==> src/rtl/rv32i_pkg.sv <==
// Shared encodings for the RV32I multi-cycle control unit.
package rv32i_pkg;

    // Major opcodes (ir[6:0])
    localparam logic [6:0] OPC_LUI      = 7'b0110111;
    localparam logic [6:0] OPC_AUIPC    = 7'b0010111;
    localparam logic [6:0] OPC_JAL      = 7'b1101111;
    localparam logic [6:0] OPC_JALR     = 7'b1100111;
    localparam logic [6:0] OPC_BRANCH   = 7'b1100011;
    localparam logic [6:0] OPC_LOAD     = 7'b0000011;
    localparam logic [6:0] OPC_STORE    = 7'b0100011;
    localparam logic [6:0] OPC_OP_IMM   = 7'b0010011;
    localparam logic [6:0] OPC_OP       = 7'b0110011;
    localparam logic [6:0] OPC_MISC_MEM = 7'b0001111;
    localparam logic [6:0] OPC_SYSTEM   = 7'b1110011;

    // ALU operation codes driven on alu_sel
    localparam logic [3:0] ALU_ADD   = 4'b0000;
    localparam logic [3:0] ALU_SUB   = 4'b1000;
    localparam logic [3:0] ALU_SLL   = 4'b0001;
    localparam logic [3:0] ALU_SLT   = 4'b0010;
    localparam logic [3:0] ALU_SLTU  = 4'b0011;
    localparam logic [3:0] ALU_XOR   = 4'b0100;
    localparam logic [3:0] ALU_SRL   = 4'b0101;
    localparam logic [3:0] ALU_SRA   = 4'b1101;
    localparam logic [3:0] ALU_OR    = 4'b0110;
    localparam logic [3:0] ALU_AND   = 4'b0111;
    localparam logic [3:0] ALU_PASSB = 4'b1111;

    // ALU operand A source
    localparam logic [1:0] A_RS1  = 2'd0;
    localparam logic [1:0] A_PC   = 2'd1;
    localparam logic [1:0] A_ZERO = 2'd2;

    // ALU operand B source
    localparam logic B_RS2 = 1'b0;
    localparam logic B_IMM = 1'b1;

    // Next-PC source
    localparam logic [1:0] PC_PLUS4  = 2'd0;
    localparam logic [1:0] PC_REL    = 2'd1;
    localparam logic [1:0] PC_ALU    = 2'd2;

    // Register write-back source
    localparam logic [1:0] WB_ALU = 2'd0;
    localparam logic [1:0] WB_MEM = 2'd1;
    localparam logic [1:0] WB_PC4 = 2'd2;

    typedef enum logic [2:0] {
        ST_BOOT   = 3'd0,
        ST_FETCH  = 3'd1,
        ST_DECODE = 3'd2,
        ST_EXEC   = 3'd3,
        ST_MEM    = 3'd4,
        ST_WB     = 3'd5,
        ST_TRAP   = 3'd6
    } state_t;

    // funct7 must be all-zero, or 0x20 where the alternate encoding exists
    function automatic logic funct7_ok(input logic [6:0] funct7, input logic alt_ok);
        return (funct7 == 7'h00) || (alt_ok && (funct7 == 7'h20));
    endfunction

endpackage

==> src/rtl/rv32i_ctrl_imm_gen.sv <==
// Combinational immediate generator: picks the I/S/B/U/J layout from the opcode.
module imm_gen
    import rv32i_pkg::*;
(
    input  logic [31:0] ir,
    output logic [31:0] imm
);

    // Reassemble and sign-extend the immediate for the latched instruction
    always_comb begin
        imm = 32'h0000_0000;
        case (ir[6:0])
            OPC_OP_IMM, OPC_LOAD, OPC_JALR: imm = {{20{ir[31]}}, ir[31:20]};
            OPC_STORE:                      imm = {{20{ir[31]}}, ir[31:25], ir[11:7]};
            OPC_BRANCH:                     imm = {{19{ir[31]}}, ir[31], ir[7], ir[30:25], ir[11:8], 1'b0};
            OPC_LUI, OPC_AUIPC:             imm = {ir[31:12], 12'h000};
            OPC_JAL:                        imm = {{11{ir[31]}}, ir[31], ir[19:12], ir[20], ir[30:21], 1'b0};
            default:                        imm = 32'h0000_0000;
        endcase
    end

endmodule

==> src/rtl/rv32i_ctrl.sv <==
// RV32I multi-cycle control unit: fetch handshake, instruction register,
// decode, and all datapath select/enable lines.
module rv32i_ctrl
    import rv32i_pkg::*;
(
    input  logic        clk,
    input  logic        rst_n,
    input  logic [31:0] mem_rdata,
    input  logic        mem_ready,
    input  logic        alu_less,
    input  logic        alu_zero,
    output logic        mem_req,
    output logic        mem_is_fetch,
    output logic        mem_we,
    output logic [3:0]  alu_sel,
    output logic [1:0]  a_sel,
    output logic        b_sel,
    output logic [31:0] imm,
    output logic [4:0]  rs1,
    output logic [4:0]  rs2,
    output logic [4:0]  rd,
    output logic        rf_we,
    output logic [1:0]  rf_wsel,
    output logic        pc_we,
    output logic [1:0]  pc_sel,
    output logic        trap
);

    state_t      state_r;
    state_t      state_next_s;
    logic [31:0] ir_r;

    logic [6:0]  opcode_s;
    logic [2:0]  funct3_s;
    logic [6:0]  funct7_s;

    logic        legal_s;
    logic        is_branch_s;
    logic        is_load_s;
    logic        is_store_s;
    logic        is_jal_s;
    logic        is_jalr_s;
    logic        writes_rd_s;
    logic        taken_s;
    logic [3:0]  alu_code_s;
    logic [1:0]  a_code_s;
    logic        b_code_s;

    assign opcode_s = ir_r[6:0];
    assign funct3_s = ir_r[14:12];
    assign funct7_s = ir_r[31:25];
    // IR resets to ADDI x0,x0,0 so the field outputs read zero before the first fetch
    assign rs1 = ir_r[19:15];
    assign rs2 = ir_r[24:20];
    assign rd  = ir_r[11:7];

    imm_gen u_imm_gen (
        .ir  (ir_r),
        .imm (imm)
    );

    // State register
    always_ff @(posedge clk or negedge rst_n) begin
        if (!rst_n) begin
            state_r <= ST_BOOT;
        end else begin
            state_r <= state_next_s;
        end
    end

    // Instruction register, loaded on the completing fetch beat
    always_ff @(posedge clk or negedge rst_n) begin
        if (!rst_n) begin
            ir_r <= 32'h0000_0013;
        end else if ((state_r == ST_FETCH) && mem_ready) begin
            ir_r <= mem_rdata;
        end
    end

    // Instruction decode: legality, class flags, ALU operand selection, branch outcome
    always_comb begin
        legal_s     = 1'b0;
        is_branch_s = 1'b0;
        is_load_s   = 1'b0;
        is_store_s  = 1'b0;
        is_jal_s    = 1'b0;
        is_jalr_s   = 1'b0;
        writes_rd_s = 1'b0;
        taken_s     = 1'b0;
        alu_code_s  = ALU_ADD;
        a_code_s    = A_RS1;
        b_code_s    = B_RS2;
        case (opcode_s)
            OPC_OP: begin
                alu_code_s  = {funct7_s[5], funct3_s};
                writes_rd_s = 1'b1;
                legal_s     = funct7_ok(funct7_s, (funct3_s == 3'b000) || (funct3_s == 3'b101));
            end
            OPC_OP_IMM: begin
                alu_code_s  = {(funct3_s == 3'b101) ? funct7_s[5] : 1'b0, funct3_s};
                b_code_s    = B_IMM;
                writes_rd_s = 1'b1;
                if (funct3_s == 3'b001) begin
                    legal_s = funct7_ok(funct7_s, 1'b0);
                end else if (funct3_s == 3'b101) begin
                    legal_s = funct7_ok(funct7_s, 1'b1);
                end else begin
                    legal_s = 1'b1;
                end
            end
            OPC_LUI: begin
                alu_code_s  = ALU_PASSB;
                b_code_s    = B_IMM;
                writes_rd_s = 1'b1;
                legal_s     = 1'b1;
            end
            OPC_AUIPC: begin
                a_code_s    = A_PC;
                b_code_s    = B_IMM;
                writes_rd_s = 1'b1;
                legal_s     = 1'b1;
            end
            OPC_LOAD: begin
                b_code_s    = B_IMM;
                is_load_s   = 1'b1;
                writes_rd_s = 1'b1;
                legal_s     = 1'b1;
            end
            OPC_STORE: begin
                b_code_s   = B_IMM;
                is_store_s = 1'b1;
                legal_s    = 1'b1;
            end
            OPC_JAL: begin
                is_jal_s    = 1'b1;
                writes_rd_s = 1'b1;
                legal_s     = 1'b1;
            end
            OPC_JALR: begin
                b_code_s    = B_IMM;
                is_jalr_s   = 1'b1;
                writes_rd_s = 1'b1;
                legal_s     = 1'b1;
            end
            OPC_BRANCH: begin
                is_branch_s = 1'b1;
                legal_s     = (funct3_s[2:1] != 2'b01);
                if (funct3_s[2] == 1'b0) begin
                    alu_code_s = ALU_SUB;
                    taken_s    = alu_zero ^ funct3_s[0];
                end else begin
                    alu_code_s = funct3_s[1] ? ALU_SLTU : ALU_SLT;
                    taken_s    = alu_less ^ funct3_s[0];
                end
            end
            OPC_MISC_MEM: begin
                legal_s = 1'b1;
            end
            default: begin
                // SYSTEM and unknown opcodes trap
                legal_s = 1'b0;
            end
        endcase
    end

    // Next-state sequencing
    always_comb begin
        state_next_s = state_r;
        case (state_r)
            ST_BOOT: state_next_s = ST_FETCH;
            ST_FETCH: begin
                if (mem_ready) begin
                    state_next_s = ST_DECODE;
                end else begin
                    state_next_s = ST_FETCH;
                end
            end
            ST_DECODE: begin
                if (legal_s) begin
                    state_next_s = ST_EXEC;
                end else begin
                    state_next_s = ST_TRAP;
                end
            end
            ST_EXEC: begin
                if (is_branch_s) begin
                    state_next_s = ST_FETCH;
                end else if (is_load_s || is_store_s) begin
                    state_next_s = ST_MEM;
                end else begin
                    state_next_s = ST_WB;
                end
            end
            ST_MEM: begin
                if (!mem_ready) begin
                    state_next_s = ST_MEM;
                end else if (is_store_s) begin
                    state_next_s = ST_FETCH;
                end else begin
                    state_next_s = ST_WB;
                end
            end
            ST_WB:   state_next_s = ST_FETCH;
            ST_TRAP: state_next_s = ST_TRAP;
            default: state_next_s = ST_TRAP;
        endcase
    end

    // Moore outputs from state + IR; only the store/branch PC strobes look at inputs
    always_comb begin
        mem_req      = 1'b0;
        mem_is_fetch = 1'b0;
        mem_we       = 1'b0;
        alu_sel      = ALU_ADD;
        a_sel        = A_RS1;
        b_sel        = B_RS2;
        rf_we        = 1'b0;
        rf_wsel      = WB_ALU;
        pc_we        = 1'b0;
        pc_sel       = PC_PLUS4;
        trap         = 1'b0;
        case (state_r)
            ST_FETCH: begin
                mem_req      = 1'b1;
                mem_is_fetch = 1'b1;
            end
            ST_DECODE: begin
                alu_sel = alu_code_s;
                a_sel   = a_code_s;
                b_sel   = b_code_s;
            end
            ST_EXEC: begin
                alu_sel = alu_code_s;
                a_sel   = a_code_s;
                b_sel   = b_code_s;
                if (is_branch_s) begin
                    pc_we  = 1'b1;
                    pc_sel = taken_s ? PC_REL : PC_PLUS4;
                end else begin
                    pc_we  = 1'b0;
                end
            end
            ST_MEM: begin
                alu_sel = alu_code_s;
                a_sel   = a_code_s;
                b_sel   = b_code_s;
                mem_req = 1'b1;
                mem_we  = is_store_s;
                if (is_store_s && mem_ready) begin
                    pc_we = 1'b1;
                end else begin
                    pc_we = 1'b0;
                end
            end
            ST_WB: begin
                alu_sel = alu_code_s;
                a_sel   = a_code_s;
                b_sel   = b_code_s;
                rf_we   = writes_rd_s && (rd != 5'd0);
                pc_we   = 1'b1;
                if (is_jal_s) begin
                    pc_sel  = PC_REL;
                    rf_wsel = WB_PC4;
                end else if (is_jalr_s) begin
                    pc_sel  = PC_ALU;
                    rf_wsel = WB_PC4;
                end else if (is_load_s) begin
                    pc_sel  = PC_PLUS4;
                    rf_wsel = WB_MEM;
                end else begin
                    pc_sel  = PC_PLUS4;
                    rf_wsel = WB_ALU;
                end
            end
            ST_TRAP: trap = 1'b1;
            default: trap = 1'b0;
        endcase
    end

endmodule
==> config.mk <==
export PLATFORM = sky130hd
export DESIGN_NAME = rv32i_ctrl
export DESIGN_NICKNAME = d
export VERILOG_FILES = /design/src/rtl/rv32i_pkg.sv /design/src/rtl/rv32i_ctrl_imm_gen.sv /design/src/rtl/rv32i_ctrl.sv
export SDC_FILE = /design/constraint.sdc
export NUM_CORES = 1
export LEC_CHECK = 0
export BUFFER_PORTS_ARGS = -buffer_cell sky130_fd_sc_hd__buf_2
export CORE_MARGIN = 3
export CORE_UTILIZATION = 45
export CTS_BUF_LIST = sky130_fd_sc_hd__clkbuf_8
export CTS_CLUSTER_SIZE = 8
export DETAILED_ROUTE_END_ITERATION = 12
export HOLD_SLACK_MARGIN = 0.03
export PLACE_DENSITY_LB_ADDON = 0.1
export SETUP_SLACK_MARGIN = 0.05
export SYNTH_ARGS = -nofsm -noshare
export SYNTH_HDL_FRONTEND = slang
export SYNTH_HIERARCHICAL = 1
export SYNTH_SLANG_ARGS = --single-unit
==> constraint.sdc <==
create_clock -name clk -period 4.5 [get_ports clk]
set_clock_uncertainty 0.05 [all_clocks]
set_input_delay 1.125 -clock clk [delete_from_list [all_inputs] [get_ports clk]]
set_output_delay 1.125 -clock clk [all_outputs]
set_load 0.05 [all_outputs]
-- After elaboration in Yosys (flattened, before gate mapping)
Cells that the tools add are included.
- flip-flop bits (word level): 35
- eq/ne operators: 20
- mux-type cells: 45
- bitwise gates (word level): 2
- reductions and logical operators: 20
- operators by type and width (cell ; count):
    $pmux W32 S5 ; 1
    $eq A7 B6 Y1 const B ; 4
    $mux W1 ; 27
    $eq A7 B7 Y1 const B ; 3
    $pmux W4 S4 ; 1
    $pmux W3 S5 ; 1
    $eq A7 B5 Y1 const B ; 2
    $reduce_or A7 Y1 ; 2
    $eq A3 B3 Y1 const B ; 4
    $mux W2 ; 6
    $mux W3 ; 4
    $mux W4 ; 2
    $eq A7 B2 Y1 const B ; 1
    $eq A7 B4 Y1 const B ; 1
    $logic_not A7 Y1 ; 1
    $eq A3 B1 Y1 const B ; 2
    $eq A3 B2 Y1 const B ; 2
    $logic_not A3 Y1 ; 2
    $reduce_or A2 Y1 ; 3
    $reduce_or A6 Y1 ; 1
    $reduce_bool A5 Y1 ; 1
    $logic_and A1 B1 Y1 ; 4
    $logic_or A1 B1 Y1 ; 4
    $pmux W1 S4 ; 1
    other kinds (6) ; 7

-- Depth between registers and ports, before layout
Gate-level depths: netlist of run 1.
- depth after elaboration: 7
- gate-level depth with buffers: 6
- gate-level depth less buffers: 5

-- By module
The synthesis of run 1 kept the hierarchy.
- modules (own cells, without submodules) (module ; instances ; cells each ; area each (µm²) ; seq. area each (µm²)):
    rv32i_ctrl ; 1 ; 185 ; 1966.9 ; 879.6
    imm_gen ; 1 ; 79 ; 546.8 ; 0.0

-- Least setup slack after synthesis of run 1
No wires, ideal clock.
- kind: flip-flop to output port
- start: register state_r[1]
- end: output b_sel
- data arrival time: 2.300 ns
- data required time: 3.325 ns
- setup slack: 1.025 ns
- stages on the path, launching flop included: 5
- buffers on the path: 1
- cell sequence: dfrtp_1 -> buf_2 -> nor2b_1 -> nor2_2 -> nor4_1
- word-level cells in the longest chain between the ends: 3
- ends and longest elaborated chain (what ; RTL line ; source):
    from (decl) ; rv32i_ctrl.sv:29 ; state_t state_r;
    from (signal assigned) ; rv32i_ctrl.sv:67 ; state_r <= state_next_s;
    $eq A3 B3 Y1 or $eq A3 B2 Y1 (tied branches) ; rv32i_ctrl.sv:222 ; case (state_r)
    $reduce_or A4 Y1 (no source line) * ; -- ;
    $mux W1 * ; rv32i_ctrl.sv:222 ;
    to (decl) ; rv32i_ctrl.sv:17 ; output logic b_sel,
Every way passes the cells marked *; elsewhere a longest branch is shown, timed or not.

-- Worst setup path in the final report of run 1
- start: register ir_r[5]
- end: output alu_sel[0]
- word-level cells in the longest chain between the ends: 3
- ends and longest elaborated chain (what ; RTL line ; source):
    from (decl) ; rv32i_ctrl.sv:31 ; logic [31:0] ir_r;
    from (signal assigned) ; rv32i_ctrl.sv:76 ; ir_r <= mem_rdata;
    $eq A7 B7 Y1, or another cell as far along ; rv32i_ctrl.sv:93 ; case (opcode_s)
    $pmux W4 S4 * ; rv32i_ctrl.sv:93 ;
    $mux W4 * ; rv32i_ctrl.sv:222 ;
    to (decl) ; rv32i_ctrl.sv:15 ; output logic [3:0] alu_sel,
Marks and branches as above.

==> results of run 1 <==
==> flip-flops by register name (all words and copies together), names as in the netlist <==
register / count
state_r: 3
ir_r: 32
==> kinds of logic (layout without fill, tap and decap cells) <==
| family | Yosys count | in the layout |
|---|---|---|
| muxes | 34 | 34 |
| xor gates and xnor gates | 1 | 1 |
| buffers and inverters | 37 | 109 |
| AOI/OAI and AO/OA | 58 | 58 |
| DFF | 35 | 35 |
| and+or+nand+nor | 98 | 98 |
| other | 1 | 1 |
==> worst paths after layout <==
check / slack [ns] / cells after the start / start / end
setup / recovery: 0.96 / 5 / ir_r[5] / alu_sel[0]
setup reg to reg: 2.43 / 3 / state_r[1] / ir_r[6]
hold reg to reg: 0.46 / 1 / ir_r[16] / ir_r[16]
min in group asynchronous: 0.87 / 1 / rst_n / ir_r[9]
hold / removal: 0.46 / 1 / ir_r[16] / ir_r[16]
max in group asynchronous: 3.04 / 1 / rst_n / ir_r[14]
==> metal layers <==
metal  GRT usage  up-vias  wire [um]
li1            -     1077          -
met1       0.260     1073       2600
met2       0.334       62       3120
met3      0.0410        2        403
met4      0.0405        0         25
met5           0        -          0
==> through the flow <==
stage                     instance area [sq um]  utilization  setup slack (ns)  total power [mW]
after floorplan                            2510            -              1.02              1.88
after global placement                     2860        0.542              1.26              2.02
final                                      2950        0.559             0.957              2.24
after detailed placement                   2860        0.542              1.26              2.03
after CTS                                  2950        0.559             0.975              2.26
after global routing                       2950        0.559             0.763              2.41
==> where the power goes <==
part	internal, mW	switching (mW)	total [mW]
Sequential	0.485	0.294	0.779
Combinational	0.409	0.830	1.24
Clock	0.120	0.107	0.227
==> cells in the final DEF (no fill, tap or decap), types with 3 or more instances in the layout <==
cell type  synthesis  final
o21ai_0           15     15
mux2_2             8      8
dfstp_2            3      3
nor2_2             3      3
buf_2              7     99
a31oi_1            3      3
a21oi_1            9      9
and2b_1            3      3
nor2_1            12     12
o2bb2ai_1          3      3
nor2b_1            7      7
nand2_1           19     19
nor3_1             4      4
nand3_1           17     17
dfrtp_1           32     32
clkbuf_8           0      6
a21o_2             8      8
a22o_1             4      4
nand2b_1           5      5
mux2i_1            3      3
mux2_1            23     23
==> area by class of cell <==
class / count / area, sq um / area share
Clock buffer: 6 / 82.6 / 0.0280
Tap cell: 70 / 87.6 / 0.0297
Clock inverter: 1 / 5.00 / 0.00170
Sequential cell: 35 / 880 / 0.299
Multi-Input combinational cell: 192 / 1390 / 0.470
Timing Repair Buffer: 99 / 495 / 0.168
Inverter: 3 / 11.3 / 0.00382
==> worst max-delay path, stage by stage (launching register included) <==
cell and delay [ns]:
dfrtp_1 0.78, nand2_1 0.23, nor4_2 0.49, nand3_1 0.13, a31oi_1 0.18, buf_2 0.28
==> flow_summary.ini, run 1 <==
[placement]
io_buffers = 99
place_inst = 399
gp_congestion = 0.862
dp_hpwl_um = 4500

[power]
ir_worst_vdd_v = 0.000356
leakagePower_nw = 1.44
powerDensity_nw_per_um2 = 762

[min_path]
holdCritPathClass = reg -> reg

[job]
maxCapViolations = 0

[synth]
synth_top_family_by_area = simple AND/OR/NAND/NOR gates
synth-edff-count = 0
synth-simple-area-share = 0.231
yosys.area.top_type_share = 0.319
synthAdderAreaFrac = 0
synth.area.mux_share = 0.151
synth_compound_area_frac = 0.164
synthXorXnorAreaFrac = 0.00348
ys_seq_area_frac = 0.350
yosysTopAreaCell = dfrtp_1
async_flop_share = 1.00
ys_types = 62
synth.avg_cell_area_sq_um = 9.52
syn_nets = 301
yosysMostFrequentCell = dfrtp_1
ys.flop_type = dfrtp_1
ys_warn_count = 6
synthCells = 264
syn-cell-area_sq_um = 2510
synthTopCellsByArea = dfrtp_1, mux2_1, buf_4, mux2_2, nand3_1
synth_commonest_cells = dfrtp_1, mux2_1, buf_4, nand2_1, nand3_1
ys_ff_latch = 35

[clock_network]
cts.sinks = 35
cts_resized = 0
h-tree-depth = 2
cts_buffer_depth = 2
clockRootBuffer = clkbuf_8
clock_latency_ns = 0.28
cts_made_buffers = 5
post_cts_buffers = 0
holdBufCountCts = 0
cts_tree = built
clk_pin_slew_worst_paths_ns = 0.07

[floorplan]
die-area_sq_um = 6520
dieWidth_um = 80.7
ioPinCount = 101
dieHeight_um = 80.7
core-area_sq_um = 5270
initial_utilization = 0.477
rows = 26

[setup_path]
crit_path_max_fanout = 22
critPathKind = reg -> out
cp.arrival_ns = 2.37
endpoint_kind = primary output
critical_path_required_ns = 3.32
start_kind = flip-flop

[drt]
ant_nets = 0
first_iter_violations = 91
drc = 0
vias_per_cell = 5.45
wl_per_cell_um = 15.1
first_pass_iters = 4
vias = 2214
routed_wirelength_um = 6150

[layout]
area_delta_synth_final_pct = 17.2
diodes = 0
fin_cells = 406
fillCellCount = 529
layout-drive-gt1-share = 0.420
nNetsFinal = 373

[timing]
setup_violations = 0
max_freq_mhz = 282
relSlewSlack = 0.374
finalCritPeriodShare = 0.787
rsz0062_at_grt = no
worst_pin_slew_ns = 0.936
slew_violations = 0
finalCriticalPeriod_ns = 3.54
tns_ns = 0
hold_ws_ns = 0.462
hold_viol_final = 0

[global_route]
track_usage = 0.197
grt_pass1_wl_um = 10100
grt_start_max_net_pins = 36
antenna_found_initial = 0
grt_overflow = 0
grt_pass1_vias = 2019

[outcome]
status = finished, final reports clean
Note: power is estimated with default switching activity, not from simulation.
==> run 2, diff against run 1 <==
--- a/config.mk
+++ b/config.mk
@@ -5,6 +5,7 @@
 export SDC_FILE = /design/constraint.sdc
 export NUM_CORES = 1
 export LEC_CHECK = 0
+export ABC_AREA = 1
 export BUFFER_PORTS_ARGS = -buffer_cell sky130_fd_sc_hd__buf_2
 export CORE_MARGIN = 3
 export CORE_UTILIZATION = 45
==> constraint.sdc (replaced) <==
create_clock -name clk -period 2.89 [get_ports clk]
set_clock_uncertainty 0.05 [all_clocks]
set_input_delay 0.7225 -clock clk [delete_from_list [all_inputs] [get_ports clk]]
set_output_delay 0.7225 -clock clk [all_outputs]
set_load 0.05 [all_outputs]
==> run 2 against run 1 <==
Flip-flop and latch count unchanged; clock power increased by 55%; register-to-register slack worse by 1.3 ns; cell count grew 36%; largest cell class unchanged.
==> flow_summary.ini, run 2 <==
[synth]
synthCells = 391
synth_commonest_cells = nand2_1, nor2_1, inv_1, nand3_1, dfrtp_1
ys.flop_type = dfrtp_1
async_flop_share = 1.00
ys_ff_latch = 35
ys_warn_count = 6
syn_nets = 428
syn-cell-area_sq_um = 2730
synth-edff-count = 0
ys_types = 31
yosys.area.top_type_share = 0.293
yosysMostFrequentCell = nand2_1
ys_seq_area_frac = 0.322
yosysTopAreaCell = dfrtp_1
synth.avg_cell_area_sq_um = 6.98
synthTopCellsByArea = dfrtp_1, nand2_1, mux2_2, nor2_1, nand3_1

[setup_path]
critical_path.reg2reg.startpoint = state_r[2]
r2r_end = ir_r[5]
max_stage_delay_ns = 0.47
slowest_stage = dfrtp_1
endpoint_kind = primary output
worstPathCellList = nor2_1, inv_1, nor2_1, inv_1, nor4_1, clkbuf_4
start_kind = flip-flop
crit_start = state_r[1]
rr_worst_depth = 7
cp.arrival_ns = 1.93
crit_buf_inv = 3
reg2reg_slack_ns = 1.10
endpoint = pc_sel[1]
cp_num_cells = 6
crit_path_max_fanout = 6
cp_top_family = simple AND/OR/NAND/NOR gates
critical_path_required_ns = 2.12
critPathKind = reg -> out

[placement]
place_inst = 540
dp_hpwl_um = 5420
io_buffers = 99
dpl_cell_area_sq_um = 3130
gp_congestion = 0.892

[floorplan]
initial_utilization = 0.481
ioPinCount = 101
dieHeight_um = 83.9
dieWidth_um = 83.9
core-area_sq_um = 5680
rows = 27
die-area_sq_um = 7040

[drt]
first_iter_violations = 120
routed_wirelength_um = 7030
vias = 2736
drc = 0
wl_per_cell_um = 12.7
first_pass_iters = 4
ant_nets = 0
vias_per_cell = 4.94

[layout]
final_cell_area_sq_um = 3310
nNetsFinal = 518
largest_register_ffs = 32
largest_registers = ir_r x32, state_r x3
utilization = 0.584
diodes = 0
fillCellCount = 592
final_cell_mix = nand2_1, buf_2, nor2_1
layout-drive-gt1-share = 0.355
final_common_cell = nand2_1
fin_cells = 554
area_delta_synth_final_pct = 21.3
top_register = ir_r

[clock_network]
cts_made_buffers = 5
clockRootBuffer = clkbuf_8
h-tree-depth = 2
cts_buffer_depth = 2
clk_pin_slew_worst_paths_ns = 0.07
cts.sinks = 35
clock_latency_ns = 0.29
cts_tree = built

[timing]
setup_violations = 0
hold_ws_ns = 0.457
slew_violations = 0
worst_pin_slew_ns = 0.793
max_freq_mhz = 370
finalCriticalPeriod_ns = 2.71
hold_viol_final = 0
finalCritPeriodShare = 0.936
tns_ns = 0
relSlewSlack = 0.471
rsz0062_at_grt = no

[global_route]
grt_start_max_net_pins = 36
antenna_found_initial = 0
grt_pass1_wl_um = 11800
grt_pass1_vias = 2554
track_usage = 0.202
grt_overflow = 0

[power]
ir_worst_vdd_v = 0.000189
leakagePower_nw = 2.11
powerDensity_nw_per_um2 = 265

[outcome]
status = finished, final reports clean

[min_path]
holdCritPathClass = in -> async

[job]
maxCapViolations = 0
run 2: worst min path at each step:
| stage | cells past startpoint | slack, ns | to | start |
|---|---|---|---|---|
| 2_1_floorplan | 0 | 0.38 | ir_r[10] | rst_n |
| 3_3_place_gp | 1 | 0.46 | ir_r[18] | ir_r[18] |
| 3_5_place_dp | 1 | 0.46 | ir_r[15] | ir_r[15] |
| 4_1_cts | 1 | 0.48 | ir_r[15] | ir_r[15] |
| 5_1_grt | 1 | 0.50 | ir_r[15] | ir_r[15] |
| 6_report | 1 | 0.46 | state_r[0] | rst_n |
run 2: power by group:
part           total, mW  leakage [nW]  internal [mW]  switching (mW)
registers          0.490         0.429          0.490               0
clock network      0.351        0.0453          0.165           0.186
logic             0.0379          1.64         0.0178          0.0201
run 2: worst reg2reg max path, stage by stage (launching register included):
cell and delay (ns):
dfrtp_1 0.41, inv_1 0.10, nand2_2 0.09, nor2_4 0.10, nand2_2 0.42, buf_4 0.36
nor2_1 0.09, a21oi_1 0.05
run 2: per-stage QoR:
stage	setup WS [ns]	power (mW)
floorplan	-0.210	0.505
global placement	0.407	0.538
detailed placement	0.375	0.539
CTS	0.0839	0.890
global route	0.0503	0.916
finish	0.185	0.879
run 2: layer usage:
layer	GRT usage	vias up	share of wire
met5	0	-	0
met4	0.0526	0	0.012
met3	0.0355	9	0.054
met2	0.351	83	0.50
met1	0.257	1241	0.44
li1	-	1403	-
run 2: timing repair:
| item | in CTS | in global routing |
|---|---|---|
| setup endpoints to repair | 2 | 36 |
| hold buffers | 0 | 0 |
| gates resized for setup | 1 | 21 |
| pin swaps | 0 | 3 |
| setup buffers | 0 | 5 |
| gates cloned | 0 | 1 |
run 2: cell type report:
cell class                      count  area, sq um  share of cell area
Tap cell                           72         90.1              0.0272
Clock buffer                        5         68.8              0.0208
Sequential cell                    35          882               0.266
Timing Repair Buffer              106          573               0.173
Clock inverter                      3         16.3             0.00491
Inverter                           47          176              0.0533
Multi-Input combinational cell    286         1510               0.454
run 2: kinds of logic after synthesis:
logic type,share of synthesized area
buffers and inverters,0.139
AND/OR/NAND/NOR,0.369
XOR/XNOR,0.00321
flip-flops,0.322
AO/OA/AOI/OAI,0.0655
multiplexers,0.0990
other,0.00137
==> run 3, diff against run 2 <==
--- a/config.mk
+++ b/config.mk
@@ -5,7 +5,6 @@
 export SDC_FILE = /design/constraint.sdc
 export NUM_CORES = 1
 export LEC_CHECK = 0
-export ABC_AREA = 1
 export BUFFER_PORTS_ARGS = -buffer_cell sky130_fd_sc_hd__buf_2
 export CORE_MARGIN = 3
 export CORE_UTILIZATION = 45
==> run 3 against run 2 <==
Via count down 17%; global-route usage rose by 0.61 points; combinational power rose to 58 times the previous value; clock power rose by 11%; total power increased to 4.3 times the previous value; largest power group is now combinational cells; final area down 3.6%; register-to-register slack got worse by 0.10 ns; flip-flop and latch count did not move; largest cell class unchanged; die area fell by 7.4%; core utilization up 2.2 points; setup slack worse by 0.11 ns.
==> flow_summary.ini, run 3 (synthesis results as in run 1) <==
[outcome]
status = finished, final reports clean

[global_route]
grt_start_max_net_pins = 36
grt_overflow = 0
grt_pass1_vias = 2132
track_usage = 0.208
grt_pass1_wl_um = 10600
antenna_found_initial = 0

[clock_network]
clock_latency_ns = 0.28
cts_made_buffers = 5
clk_pin_slew_worst_paths_ns = 0.07
cts_tree = built
cts.sinks = 35
h-tree-depth = 2
cts_buffer_depth = 2
clockRootBuffer = clkbuf_8

[setup_path]
cp.arrival_ns = 2.05
crit_start = ir_r[4]
max_stage_delay_ns = 0.67
crit_path_max_fanout = 10
critical_path_required_ns = 2.12
critPathKind = reg -> out
crit_path_frequent_cell = buf_4
slowest_stage = dfstp_4
start_kind = flip-flop
endpoint_kind = primary output
critical_path.reg2reg.startpoint = ir_r[4]
worstPathCellList = nand4b_1, buf_4, nor2_4, a32oi_1, a21oi_1, buf_4

[layout]
fin_cells = 426
final_cell_mix = buf_2, dfrtp_1, mux2_1, buf_4, nand2_1
nNetsFinal = 392
area_delta_synth_final_pct = 27.0
final_common_cell = buf_2
diodes = 0
top_register = ir_r
fillCellCount = 504
seqCellArea_sq_um = 887
layout-drive-gt1-share = 0.483
largest_register_ffs = 32
largest_registers = ir_r x32, state_r x3
multi_input_area_sq_um = 1440

[placement]
gp_congestion = 0.753
place_ws_ns = 0.237
io_buffers = 99
dp_hpwl_um = 4680
place_inst = 406

[floorplan]
core-area_sq_um = 5270
dieWidth_um = 80.7
die-area_sq_um = 6520
ioPinCount = 101
rows = 26
dieHeight_um = 80.7
initial_utilization = 0.477

[timing]
setup_violations = 0
hold_ws_ns = 0.466
max_freq_mhz = 355
hold_viol_final = 0
finalCritPeriodShare = 0.976
tns_ns = 0
slew_violations = 0
fin_ws_ns = 0.0706
finalCriticalPeriod_ns = 2.82
rsz0062_at_grt = yes
relSlewSlack = 0.466
worst_pin_slew_ns = 0.802

[drt]
wl_per_cell_um = 15.5
first_pass_iters = 4
vias = 2284
vias_per_cell = 5.36
first_iter_violations = 134
routed_wirelength_um = 6610
ant_nets = 0
drc = 0

[power]
total_power_mw = 3.76
leakagePower_nw = 1.54
powerDensity_nw_per_um2 = 1180
ir_worst_vdd_v = 0.000679
p_clk_frac = 0.104
swShare = 0.532
share_seq_of_total_power = 0.309
p_int_mw = 1.76
p_comb_frac = 0.588
power.switching_mw = 2.00

[job]
maxCapViolations = 0

[min_path]
holdCritPathClass = in -> async
[run 3: cell types whose count changed in the layout (fill, tap and decap cells not counted), sizes merged, moves of 4 or more]
cell	delta
nand2	-100
inv	-45
nor2	-44
nand3	-20
buf	+13
a21o	+10
mux2	+7
nor2b	+7
nand2b	+5
a21oi	-4
a22o	+4
[run 3: area by class of cell]
| class | count | share of cell area |
|---|---|---|
| Clock inverter | 1 | 0.00235 |
| Clock buffer | 7 | 0.0302 |
| Tap cell | 70 | 0.0274 |
| Timing Repair Buffer | 118 | 0.209 |
| Inverter | 3 | 0.00353 |
| Sequential cell | 35 | 0.278 |
| Multi-Input combinational cell | 192 | 0.449 |
[run 3: what timing repair did]
item / 4_1_cts / 5_1_grt
endpoints found under the hold margin: 0 / 0
buffers inserted: 4 / 8
endpoints found under the setup margin: 26 / 35
gates cloned: 0 / 0
pin swaps: 2 / 3
resized for setup: 5 / 21
hold buffers: 0 / 0
[run 3: critical path, delay by kind of cell (launching register included)]
kind / cells / cell delay [ns]
AOI/OAI and AO/OA: 2 / 0.32
DFF: 1 / 0.67
buffers and inverters: 2 / 0.43
and+or+nand+nor: 2 / 0.35
[run 3: worst paths after layout]
kind                               to  slack (ns)  cells past startpoint
setup / recovery           alu_sel[3]        0.07                      6
hold / removal                ir_r[9]        0.47                      1
setup reg to reg           state_r[2]        1.00                      7
hold reg to reg              ir_r[17]        0.47                      1
max in group asynchronous     ir_r[2]        1.75                      1
min in group clk             ir_r[17]        0.47                      1
[run 3: stage by stage]
stage,cell area [sq um],utilization
after detailed placement,2930,0.556
after global routing,3190,0.606
after CTS,3090,0.586
final,3190,0.606
after floorplan,2530,-
after global placement,2930,0.556
[run 3: power by group through the flow]
stage | Combinational, mW | Clock, mW | Sequential (mW)
6_report | 2.21 | 0.389 | 1.16
2_1_floorplan | 1.96 | 0 | 0.978
5_1_grt | 2.36 | 0.425 | 1.24
3_5_place_dp | 2.06 | 0 | 1.16
3_3_place_gp | 2.05 | 0 | 1.15
4_1_cts | 2.10 | 0.400 | 1.16
[run 3: metal layers]
metal | global-route usage | vias up | wire length, um
li1 | - | 1119 | -
met5 | 0 | - | 0
met3 | 0.0421 | 4 | 353
met4 | 0.0473 | 0 | 46
met1 | 0.288 | 1099 | 2890
met2 | 0.336 | 62 | 3310
